File: src/rtl/cell_pos_streamer_pkg.sv
// Shared widths, FSM encoding and skid-FIFO payload for the cell position streamer.
package cell_pos_streamer_pkg;

  localparam int unsigned POS_DATA_WIDTH  = 96;
  localparam int unsigned CELL_ADDR_WIDTH = 8;

  typedef enum logic [2:0] {
    ST_IDLE,
    ST_RD_CNT,
    ST_WAIT_CNT,
    ST_STREAM,
    ST_DRAIN,
    ST_DONE
  } state_t;

  typedef struct packed {
    logic [POS_DATA_WIDTH-1:0]  pos;
    logic [CELL_ADDR_WIDTH-1:0] pid;
    logic                       last;
  } fifo_entry_t;

  // Clamp a raw count word to the highest valid particle address.
  function automatic logic [CELL_ADDR_WIDTH-1:0] sat_count(
    input logic [CELL_ADDR_WIDTH-1:0] raw,
    input logic [CELL_ADDR_WIDTH-1:0] max_cnt
  );
    return (raw > max_cnt) ? max_cnt : raw;
  endfunction

endpackage

File: src/rtl/cell_pos_streamer_if.sv
// Cell RAM port plus particle output stream, as seen from the streamer (master) and its neighbours (slave).
interface cell_pos_streamer_if
  import cell_pos_streamer_pkg::*;
#(
  parameter int unsigned DATA_WIDTH = POS_DATA_WIDTH,
  parameter int unsigned ADDR_WIDTH = CELL_ADDR_WIDTH
) ();

  logic [ADDR_WIDTH-1:0] mem_address;
  logic                  mem_rden;
  logic                  mem_wren;
  logic [DATA_WIDTH-1:0] mem_data;
  logic [DATA_WIDTH-1:0] mem_q;

  logic                  out_valid;
  logic                  out_ready;
  logic [DATA_WIDTH-1:0] out_pos;
  logic [ADDR_WIDTH-1:0] out_pid;
  logic                  out_last;

  modport master (
    output mem_address, mem_rden, mem_wren, mem_data,
    input  mem_q,
    output out_valid, out_pos, out_pid, out_last,
    input  out_ready
  );

  modport slave (
    input  mem_address, mem_rden, mem_wren, mem_data,
    output mem_q,
    input  out_valid, out_pos, out_pid, out_last,
    output out_ready
  );

endinterface

File: src/rtl/cell_pos_streamer_pos_skid_fifo.sv
// Shift-register skid FIFO; the head entry is always entry 0, so dout/valid come straight from flops.
module pos_skid_fifo
  import cell_pos_streamer_pkg::*;
#(
  parameter int unsigned DEPTH = 4,
  localparam int unsigned CW   = $clog2(DEPTH + 1)
) (
  input  logic          clk,
  input  logic          rst,
  input  logic          push,
  input  fifo_entry_t   din,
  input  logic          pop,
  output fifo_entry_t   dout,
  output logic          valid,
  output logic [CW-1:0] count
);

  localparam int unsigned IW = $clog2(DEPTH);

  fifo_entry_t   ent [DEPTH];
  logic [CW-1:0] count_nxt;
  logic [CW-1:0] wr_pos;

  // A simultaneous pop shifts everything down, so the write slot moves with it.
  assign wr_pos    = count - CW'(pop);
  assign count_nxt = count + CW'(push) - CW'(pop);
  assign dout      = ent[0];

  always_ff @(posedge clk or posedge rst) begin
    if (rst) begin
      for (int unsigned i = 0; i < DEPTH; i++) ent[i] <= '0;
      count <= '0;
      valid <= 1'b0;
    end else begin
      if (pop) begin
        for (int unsigned i = 0; i + 1 < DEPTH; i++) ent[i] <= ent[i+1];
      end
      if (push) ent[IW'(wr_pos)] <= din;
      count <= count_nxt;
      valid <= (count_nxt != '0);
    end
  end

endmodule

File: src/rtl/cell_pos_streamer.sv
// Streams one cell's particle positions: reads the count at address 0, then addresses 1..N,
// hiding the RAM's 2-cycle latency behind a credit-checked skid FIFO.
module cell_pos_streamer
  import cell_pos_streamer_pkg::*;
#(
  parameter int unsigned DATA_WIDTH   = POS_DATA_WIDTH,
  parameter int unsigned ADDR_WIDTH   = CELL_ADDR_WIDTH,
  parameter int unsigned PARTICLE_NUM = 220,
  parameter int unsigned FIFO_DEPTH   = 4
) (
  input  logic                  clk,
  input  logic                  rst,
  input  logic                  start,
  output logic                  busy,
  output logic                  done,
  output logic [ADDR_WIDTH-1:0] particle_count,
  cell_pos_streamer_if.master   bus
);

  localparam int unsigned CW    = $clog2(FIFO_DEPTH + 1);
  localparam int unsigned OCC_W = CW + 1;
  localparam logic [ADDR_WIDTH-1:0] MAX_CNT = ADDR_WIDTH'(PARTICLE_NUM - 1);

  state_t                st;
  logic [ADDR_WIDTH-1:0] next_addr;
  logic [ADDR_WIDTH-1:0] mem_address;
  logic                  mem_rden;

  logic                  trk0_v, trk1_v;
  logic [ADDR_WIDTH-1:0] trk0_pid, trk1_pid;

  fifo_entry_t           fifo_din, fifo_dout;
  logic                  fifo_valid, push, pop;
  logic [CW-1:0]         fifo_count;
  logic [OCC_W-1:0]      occ;
  logic                  credit_ok, drained;
  logic [ADDR_WIDTH-1:0] cnt_sat;

  assign cnt_sat = sat_count(bus.mem_q[ADDR_WIDTH-1:0], MAX_CNT);

  // The count word (pid 0) returns through the same tracker but never enters the FIFO.
  assign push     = trk1_v && (trk1_pid != '0);
  assign pop      = fifo_valid && bus.out_ready;
  assign fifo_din = '{pos: bus.mem_q, pid: trk1_pid, last: (trk1_pid == particle_count)};

  // Entries still owed to the FIFO plus those it will still hold after this cycle's pop.
  assign occ = OCC_W'(fifo_count) - OCC_W'(pop) + OCC_W'(mem_rden)
             + OCC_W'(trk0_v) + OCC_W'(trk1_v);
  assign credit_ok = (occ < OCC_W'(FIFO_DEPTH));

  assign drained = !mem_rden && !trk0_v && !trk1_v &&
                   ((fifo_count == '0) || ((fifo_count == CW'(1)) && pop));

  always_ff @(posedge clk or posedge rst) begin
    if (rst) begin
      trk0_v   <= 1'b0;
      trk1_v   <= 1'b0;
      trk0_pid <= '0;
      trk1_pid <= '0;
    end else begin
      trk0_v   <= mem_rden;
      trk0_pid <= mem_address;
      trk1_v   <= trk0_v;
      trk1_pid <= trk0_pid;
    end
  end

  always_ff @(posedge clk or posedge rst) begin
    if (rst) begin
      st             <= ST_IDLE;
      busy           <= 1'b0;
      done           <= 1'b0;
      particle_count <= '0;
      mem_address    <= '0;
      mem_rden       <= 1'b0;
      next_addr      <= '0;
    end else begin
      mem_rden <= 1'b0;
      done     <= 1'b0;
      case (st)
        ST_IDLE: begin
          if (start) begin
            st          <= ST_RD_CNT;
            busy        <= 1'b1;
            mem_rden    <= 1'b1;
            mem_address <= '0;
          end
        end
        ST_RD_CNT: st <= ST_WAIT_CNT;
        ST_WAIT_CNT: begin
          if (trk1_v) begin
            particle_count <= cnt_sat;
            if (cnt_sat == '0) begin
              st   <= ST_DONE;
              done <= 1'b1;
            end else begin
              // First particle read goes out together with the count latch.
              mem_rden    <= 1'b1;
              mem_address <= ADDR_WIDTH'(1);
              next_addr   <= ADDR_WIDTH'(2);
              st          <= (cnt_sat == ADDR_WIDTH'(1)) ? ST_DRAIN : ST_STREAM;
            end
          end
        end
        ST_STREAM: begin
          if (credit_ok) begin
            mem_rden    <= 1'b1;
            mem_address <= next_addr;
            next_addr   <= next_addr + ADDR_WIDTH'(1);
            if (next_addr == particle_count) st <= ST_DRAIN;
          end
        end
        ST_DRAIN: begin
          if (drained) begin
            st   <= ST_DONE;
            done <= 1'b1;
          end
        end
        ST_DONE: begin
          busy <= 1'b0;
          st   <= ST_IDLE;
        end
        default: st <= ST_IDLE;
      endcase
    end
  end

  pos_skid_fifo #(.DEPTH(FIFO_DEPTH)) u_fifo (
    .clk   (clk),
    .rst   (rst),
    .push  (push),
    .din   (fifo_din),
    .pop   (pop),
    .dout  (fifo_dout),
    .valid (fifo_valid),
    .count (fifo_count)
  );

  assign bus.mem_address = mem_address;
  assign bus.mem_rden    = mem_rden;
  assign bus.mem_wren    = 1'b0;
  assign bus.mem_data    = DATA_WIDTH'(0);
  assign bus.out_valid   = fifo_valid;
  assign bus.out_pos     = fifo_dout.pos;
  assign bus.out_pid     = fifo_dout.pid;
  assign bus.out_last    = fifo_dout.last;

endmodule

File: src/flat_wrapper.sv
// flat-port wrapper written by rule: the top's interface ports become plain ports
module cell_pos_streamer_flat import cell_pos_streamer_pkg::*;
#(
  parameter int unsigned DATA_WIDTH   = POS_DATA_WIDTH,
  parameter int unsigned ADDR_WIDTH   = CELL_ADDR_WIDTH,
  parameter int unsigned PARTICLE_NUM = 220,
  parameter int unsigned FIFO_DEPTH   = 4
)
  (clk, rst, start, busy, done, particle_count, bus_mem_address, bus_mem_rden, bus_mem_wren, bus_mem_data, bus_mem_q, bus_out_valid, bus_out_pos, bus_out_pid, bus_out_last, bus_out_ready);
  cell_pos_streamer_if #(.DATA_WIDTH(DATA_WIDTH), .ADDR_WIDTH(ADDR_WIDTH)) bus_i ();
  input  logic clk;
  input  logic rst;
  input  logic start;
  output logic busy;
  output logic done;
  output logic [ADDR_WIDTH-1:0] particle_count;
  output wire logic [$bits(bus_i.mem_address)-1:0] bus_mem_address;
  output wire logic [$bits(bus_i.mem_rden)-1:0] bus_mem_rden;
  output wire logic [$bits(bus_i.mem_wren)-1:0] bus_mem_wren;
  output wire logic [$bits(bus_i.mem_data)-1:0] bus_mem_data;
  input wire logic [$bits(bus_i.mem_q)-1:0] bus_mem_q;
  output wire logic [$bits(bus_i.out_valid)-1:0] bus_out_valid;
  output wire logic [$bits(bus_i.out_pos)-1:0] bus_out_pos;
  output wire logic [$bits(bus_i.out_pid)-1:0] bus_out_pid;
  output wire logic [$bits(bus_i.out_last)-1:0] bus_out_last;
  input wire logic [$bits(bus_i.out_ready)-1:0] bus_out_ready;
  assign bus_mem_address = bus_i.mem_address;
  assign bus_mem_rden = bus_i.mem_rden;
  assign bus_mem_wren = bus_i.mem_wren;
  assign bus_mem_data = bus_i.mem_data;
  assign bus_i.mem_q = bus_mem_q;
  assign bus_out_valid = bus_i.out_valid;
  assign bus_out_pos = bus_i.out_pos;
  assign bus_out_pid = bus_i.out_pid;
  assign bus_out_last = bus_i.out_last;
  assign bus_i.out_ready = bus_out_ready;
  cell_pos_streamer #(.DATA_WIDTH(DATA_WIDTH), .ADDR_WIDTH(ADDR_WIDTH), .PARTICLE_NUM(PARTICLE_NUM), .FIFO_DEPTH(FIFO_DEPTH)) u_core (.clk(clk), .rst(rst), .start(start), .busy(busy), .done(done), .particle_count(particle_count), .bus(bus_i));
endmodule
File: config.mk
export PLATFORM = sky130hd
export DESIGN_NAME = cell_pos_streamer_flat
export DESIGN_NICKNAME = d
export VERILOG_FILES = /design/src/rtl/cell_pos_streamer_pkg.sv /design/src/rtl/cell_pos_streamer_if.sv /design/src/rtl/cell_pos_streamer_pos_skid_fifo.sv /design/src/rtl/cell_pos_streamer.sv /design/src/flat_wrapper.sv
export SDC_FILE = /design/constraint.sdc
export NUM_CORES = 1
export LEC_CHECK = 0
export CORE_AREA = 8 8 244 246
export CTS_BUF_LIST = sky130_fd_sc_hd__clkbuf_4 sky130_fd_sc_hd__clkbuf_8
export DETAILED_ROUTE_END_ITERATION = 10
export DIE_AREA = 0 0 252 254
export PLACE_DENSITY = 0.6
export SLEW_MARGIN = 25
export SYNTH_ARGS = -nofsm -noshare
export SYNTH_HDL_FRONTEND = slang
export SYNTH_SLANG_ARGS = --single-unit
File: constraint.sdc
create_clock -name clk -period 17.7 [get_ports clk]
set_input_delay 2.655 -clock clk [delete_from_list [all_inputs] [get_ports clk]]
set_output_delay 2.655 -clock clk [all_outputs]
set_load 0.02 [all_outputs]
After elaboration in Yosys (flattened, before gate mapping)
Cells that the tools add are included.
{"block": "word_totals", "reg_bits": 472, "input_bits": 100, "out_inout_bits": 222}
{"block": "op_classes", "add_sub_neg": 8, "order_cmp": 4, "eq_ne": 15, "mux": 34, "n_bitwise": 1, "n_reduce_logical": 24}
{"operator": "$bwmux W420", "n": 1}
{"operator": "$mux W420", "n": 1}
{"operator": "$mux W315", "n": 1}
{"operator": "$demux W105 S2", "n": 1}
{"operator": "$mux W105", "n": 1}
{"operator": "$mux W8", "n": 8}
{"operator": "$pmux W8 S3", "n": 1}
{"operator": "$mux W3", "n": 7}
{"operator": "$eq A8 B8 Y1", "n": 2}
{"operator": "$pmux W8 S2", "n": 1}
{"operator": "$pmux W3 S5", "n": 1}
{"operator": "$add A4 B1 Y4", "n": 3}
{"operator": "$reduce_and A5 Y1", "n": 2}
{"operator": "$add A8 B1 Y8 const B", "n": 1}
{"operator": "$eq A8 B1 Y1 const B", "n": 1}
{"operator": "$gt A8 B8 Y1 const B", "n": 1}
{"operator": "$logic_not A8 Y1", "n": 1}
{"operator": "$mux W1", "n": 8}
{"operator": "$ne A2 B1 Y1 const B", "n": 4}
{"operator": "$reduce_bool A8 Y1", "n": 1}
{"operator": "$logic_and A1 B1 Y1", "n": 7}
{"operator": "$eq A3 B1 Y1 const B", "n": 2}
{"operator": "$eq A3 B2 Y1 const B", "n": 2}
{"operator": "$eq A3 B3 Y1 const B", "n": 2}
{"operator": "other kinds (18)", "n": 26}

Longest topological paths before layout
{"block": "logic_depth", "ltp_word": 9, "mapped_depth": 15, "ltp_nobuf": 10}

Modules after synthesis
A second synthesis with hierarchy kept.
{"block": "hier_totals", "hier_cells": 1814, "area_unflattened_um2": 23404.9}
{"mod": "pos_skid_fifo", "instances": 1, "cells_per_inst": 1501, "area_per_inst_um2": 20423.3, "seq_area_each_um2": 10610.2}
{"mod": "cell_pos_streamer", "instances": 1, "cells_per_inst": 313, "area_per_inst_um2": 2981.6, "seq_area_each_um2": 1201.2}

Worst setup path after synthesis
Ideal clock, no wire load.
{"block": "synth_timing", "kind": "input -> register", "from": "in bus_out_ready", "to": "reg u_core.next_addr[7]", "setup_time_ns": 0.077, "arrival_time_ns": 5.474, "t_required_ns": 17.623, "slack_ns": 12.148, "stages": 15, "n_path_buf": 5, "path_cell_list": "and2_1 > buf_2 > buf_4 > buf_4 > clkbuf_1 > xnor2_1 > fa_1 > inv_1 > ha_1 > and3b_4 > nor4_4 > o21ai_2 > buf_6 > or4_1 > a21oi_1"}
{"block": "synth_via", "elab_chain_len": 8}
{"item": "from (decl)", "line_no": "flat_wrapper.sv:26", "source": "input wire logic [$bits(bus_i.out_ready)-1:0] bus_out_ready;"}
{"item": "$logic_and A1 B1 Y1", "line_no": "cell_pos_streamer.sv:43", "source": "assign pop = fifo_valid && bus.out_ready;"}
{"item": "$sub A3 B1 Y4", "line_no": "cell_pos_streamer.sv:47", "source": "assign occ = OCC_W'(fifo_count) - OCC_W'(pop) + OCC_W'(mem_rden)"}
{"item": "$add A4 B1 Y4", "line_no": "cell_pos_streamer.sv:47"}
{"item": "$add A4 B1 Y4 (2 in series)", "line_no": "cell_pos_streamer.sv:48", "source": "+ OCC_W'(trk0_v) + OCC_W'(trk1_v);"}
{"item": "$lt A4 B3 Y1", "line_no": "cell_pos_streamer.sv:49", "source": "assign credit_ok = (occ < OCC_W'(FIFO_DEPTH));"}
{"item": "$ne A2 B1 Y1 (no source line)"}
{"item": "$reduce_and A4 Y1 (no source line)"}
{"item": "to (signal assigned)", "line_no": "cell_pos_streamer.sv:109", "source": "next_addr <= next_addr + ADDR_WIDTH'(1);"}
{"item": "to (decl)", "line_no": "cell_pos_streamer.sv:25", "source": "logic [ADDR_WIDTH-1:0] next_addr;"}
Every way passes these cells.
A chain may end at the register's enable or synchronous reset.

Final worst setup path
{"block": "layout_timing", "from": "in bus_out_ready", "to": "reg u_core.u_fifo.ent, in the netlist u_core.u_fifo.dout[42]"}
{"block": "layout_via", "elab_chain_len": 9}
{"item": "$logic_and A1 B1 Y1 (*)", "line_no": "cell_pos_streamer.sv:43"}
{"item": "$sub A2 B1 Y2", "line_no": "cell_pos_streamer_pos_skid_fifo.sv:25", "source": "assign wr_pos = count - CW'(pop);"}
{"item": "$not A2 Y3 (not written as such)", "line_no": "cell_pos_streamer_pos_skid_fifo.sv:38", "source": "if (push) ent[IW'(wr_pos)] <= din;"}
{"item": "$ge A3 B3 Y1 (not written as such) / $lt A3 B1 Y1 (equally long branches)", "line_no": "cell_pos_streamer_pos_skid_fifo.sv:38"}
{"item": "$logic_and A1 B1 Y1 (not written as such)", "line_no": "cell_pos_streamer_pos_skid_fifo.sv:38"}
{"item": "$mux W105 (not written as such)", "line_no": "cell_pos_streamer_pos_skid_fifo.sv:38"}
{"item": "$demux W105 S2", "line_no": "cell_pos_streamer_pos_skid_fifo.sv:38"}
{"item": "$bwmux W420", "line_no": "cell_pos_streamer_pos_skid_fifo.sv:38"}
{"item": "$mux W420 (*)", "line_no": "cell_pos_streamer_pos_skid_fifo.sv:38"}
{"item": "to (signal, indexed assignment)", "line_no": "cell_pos_streamer_pos_skid_fifo.sv:38"}
{"item": "to (decl)", "line_no": "cell_pos_streamer_pos_skid_fifo.sv:20", "source": "fifo_entry_t ent [DEPTH];"}
Mark *: on every way between the ends. The rest lies on a longest branch, timed or not.

==> qor.csv <==
metric;value;unit
drc;0;
dr.pass1.iters;5;
path_clk_slew;60;ps
tightest_slew;1040;ps
clock_latency;650;ps
min_path_type;reg2reg;
ys_seq_area_share;53.7;%
hpwl;31300;um
synth_cells;2131;
power_density;172;mW/mm2
power_switching;1.53;mW
seq_area;0.0118;mm2
cp-startpoint;bus_out_ready;
gp_congestion;0.796;
synth_top_flop_cell;dfrtp_1;
cts_buffers;82;
fill_cells;5230;
grt_pass1_wl;82600;um
hold_viol_final;0;
critPathCapture;u_core.u_fifo.dout[42];
nNetsFinal;2324;
drive_above_1_share;12.4;%
row_count;87;
r2r_start;u_core.u_fifo.valid;
yosysTopAreaCellShare;53.7;%
h-tree-depth;3;
min_period;6130;ps
wl_per_cell;16.7;um
yosysMostFrequentCell;dfrtp_1;
skew;22.8;ps
p_comb_share;33.7;%
coreArea;0.0557;mm2
end_kind;register;
grt_overflow_total;0;
sequentialPowerShare;42.5;%
wirelength;50700;um
start_util;39.5;%
route.vias.total;15000;
synth_cell_types;45;
worstPathArrival;6580;ps
synth-edff-count;0;
io_pins;322;
cts-resized-gates;0;
post-cts-setup-buffers;0;
die_w;252;um
critPathKind;in2reg;
antenna_found_initial;3;
required;18160;ps
intPower;2.84;mW
relSlewSlack;30.9;%
hold_path_startpoint;u_core.trk0_pid[6];
via_per_inst;4.93;
finalInstanceArea;0.0254;mm2
drtIter0Drc;902;
detail-route-antenna-nets;0;
postPlaceCellArea;0.0236;mm2
cts_tree;yes;
p_leak;11.3;nW
slew_viol_final;0;
yosysWarnings;0;
start_kind;input pin;
ys_ff_latch;472;
clkSinkCount;472;
r2r_end;u_core.u_fifo.dout[42];
multi_input_area;0.00840;mm2
hold_buffers;0;
status;complete, no violations;
syn_area_per_cell;10.3;um2
clock_power_share;23.8;%
grt_setup_unrepaired;false;
reg2reg_depth;6;
grt_max_degree;134;
yosysTopAreaCell;dfrtp_1;
cp_max_fo;93;
portBuffers;224;
setup_viol;0;
clockBufferDepth;3;
grt_pass1_vias;15300;
synthesis.area;0.0220;mm2
dieArea;0.0640;mm2
setup_tns;0;ps
drv_cap;0;
die_h;254;um
post-route-period-util;34.6;%
grt_usage;15.7;%
max_clock_freq;163;MHz
clockRootBuffer;clkbuf_8;
sw_frac_of_total;35.1;%
yosys-top-cells-area;dfrtp_1 (54%), mux2i_1 (9.7%), nand2_1 (7.8%), buf_4 (7.4%), mux2_2 (5.4%);
ir_worst_vdd;0.0952;mV
reg2reg_slack;13600;ps
ys_async_sr_fraction;100;%
ys_top_cells_by_count;dfrtp_1 (472), nand2_1 (456), o21ai_0 (223);
area_delta_synth_final;15.4;%
## critical path, cell delays in order
cell	delay, ps
clkdlybuf4s50_1	520
and2_4	700
buf_4	910
xnor2_1	280
nand3_4	400
buf_4	830
a31oi_1	190
## area by class of cell
cell class                      instances  area share, %
Multi-Input combinational cell       1408           33.1
Sequential cell                       472           46.5
Antenna cell                            3         0.0296
Clock inverter                         18          0.532
Inverter                               10          0.177
Clock buffer                          129           6.33
Tap cell                              756           3.73
Timing Repair Buffer                  242           9.54
## kinds of logic (layout without fill, tap and decap cells)
logic type      Yosys count  in the layout  synth area share [%]
compound gates          359            359                  9.14
xor+xnor                 20             20                 0.797
fa+ha+maj                 8              8                 0.523
buf+inv                 347            399                  9.91
flops                   472            472                  53.7
mux                     318            318                  15.1
other cells               1            100                0.0171
simple gates            606            606                  10.8
## through the flow
| stage | cells | util [%] | hold slack (ps) | setup WS, ps | power (mW) |
|---|---|---|---|---|---|
| CTS | 3035 | 45.5 | 347 | 11590 | 4.44 |
| floorplan | 2227 | - | 331 | 1880 | 2.99 |
| finish | 3038 | 45.5 | 348 | 11570 | 4.37 |
| global route | 3036 | 45.5 | 354 | 11230 | 4.68 |
| detailed placement | 2888 | 42.4 | 335 | 10870 | 3.37 |
| global placement | 2887 | 42.3 | 332 | 10950 | 3.30 |
## how the worst min path moves through the flow
stage,to,cells after the start
2_1_floorplan,u_core.trk1_pid[0],0
3_3_place_gp,u_core.trk1_pid[4],0
3_5_place_dp,u_core.trk1_pid[4],0
4_1_cts,u_core.trk1_pid[6],0
5_1_grt,u_core.trk1_pid[6],0
6_report,u_core.trk1_pid[6],0
## routing by layer
layer / track usage, % / vias up / part of all wire (%)
li1: - / 7103 / -
met1: 20.3 / 7429 / 44
met2: 25.7 / 352 / 48
met3: 3.74 / 79 / 5.1
met4: 5.14 / 0 / 2.2
met5: 0 / - / 0
## layout by cell type, fill, tap and decap left out, drive strengths merged, types with 2 or more instances in the layout
cell           count
fa                 2
nand2            456
or4                3
nor4               6
o21ai            225
a22o               7
nand4              3
mux2             106
nand2b             2
xnor2             11
ha                 6
buf               18
clkinv            12
and3               3
clkbuf           129
clkdlybuf4s50    224
a21oi              7
mux2i            212
conb              97
xor2               9
or3                5
a21boi             3
inv               14
dfrtp            472
diode              3
nor2             115
nand3              8
a31oi            106
o21a               2
o31ai              2
## power groups by stage
stage	registers [mW]	logic (mW)	clock network [mW]
after floorplan	1.79	1.20	0
after global placement	1.86	1.44	0
after detailed placement	1.88	1.49	0
after CTS	1.86	1.50	1.08
after global routing	1.92	1.64	1.13
final	1.86	1.47	1.04
Note: power is estimated with default switching activity, not from simulation.
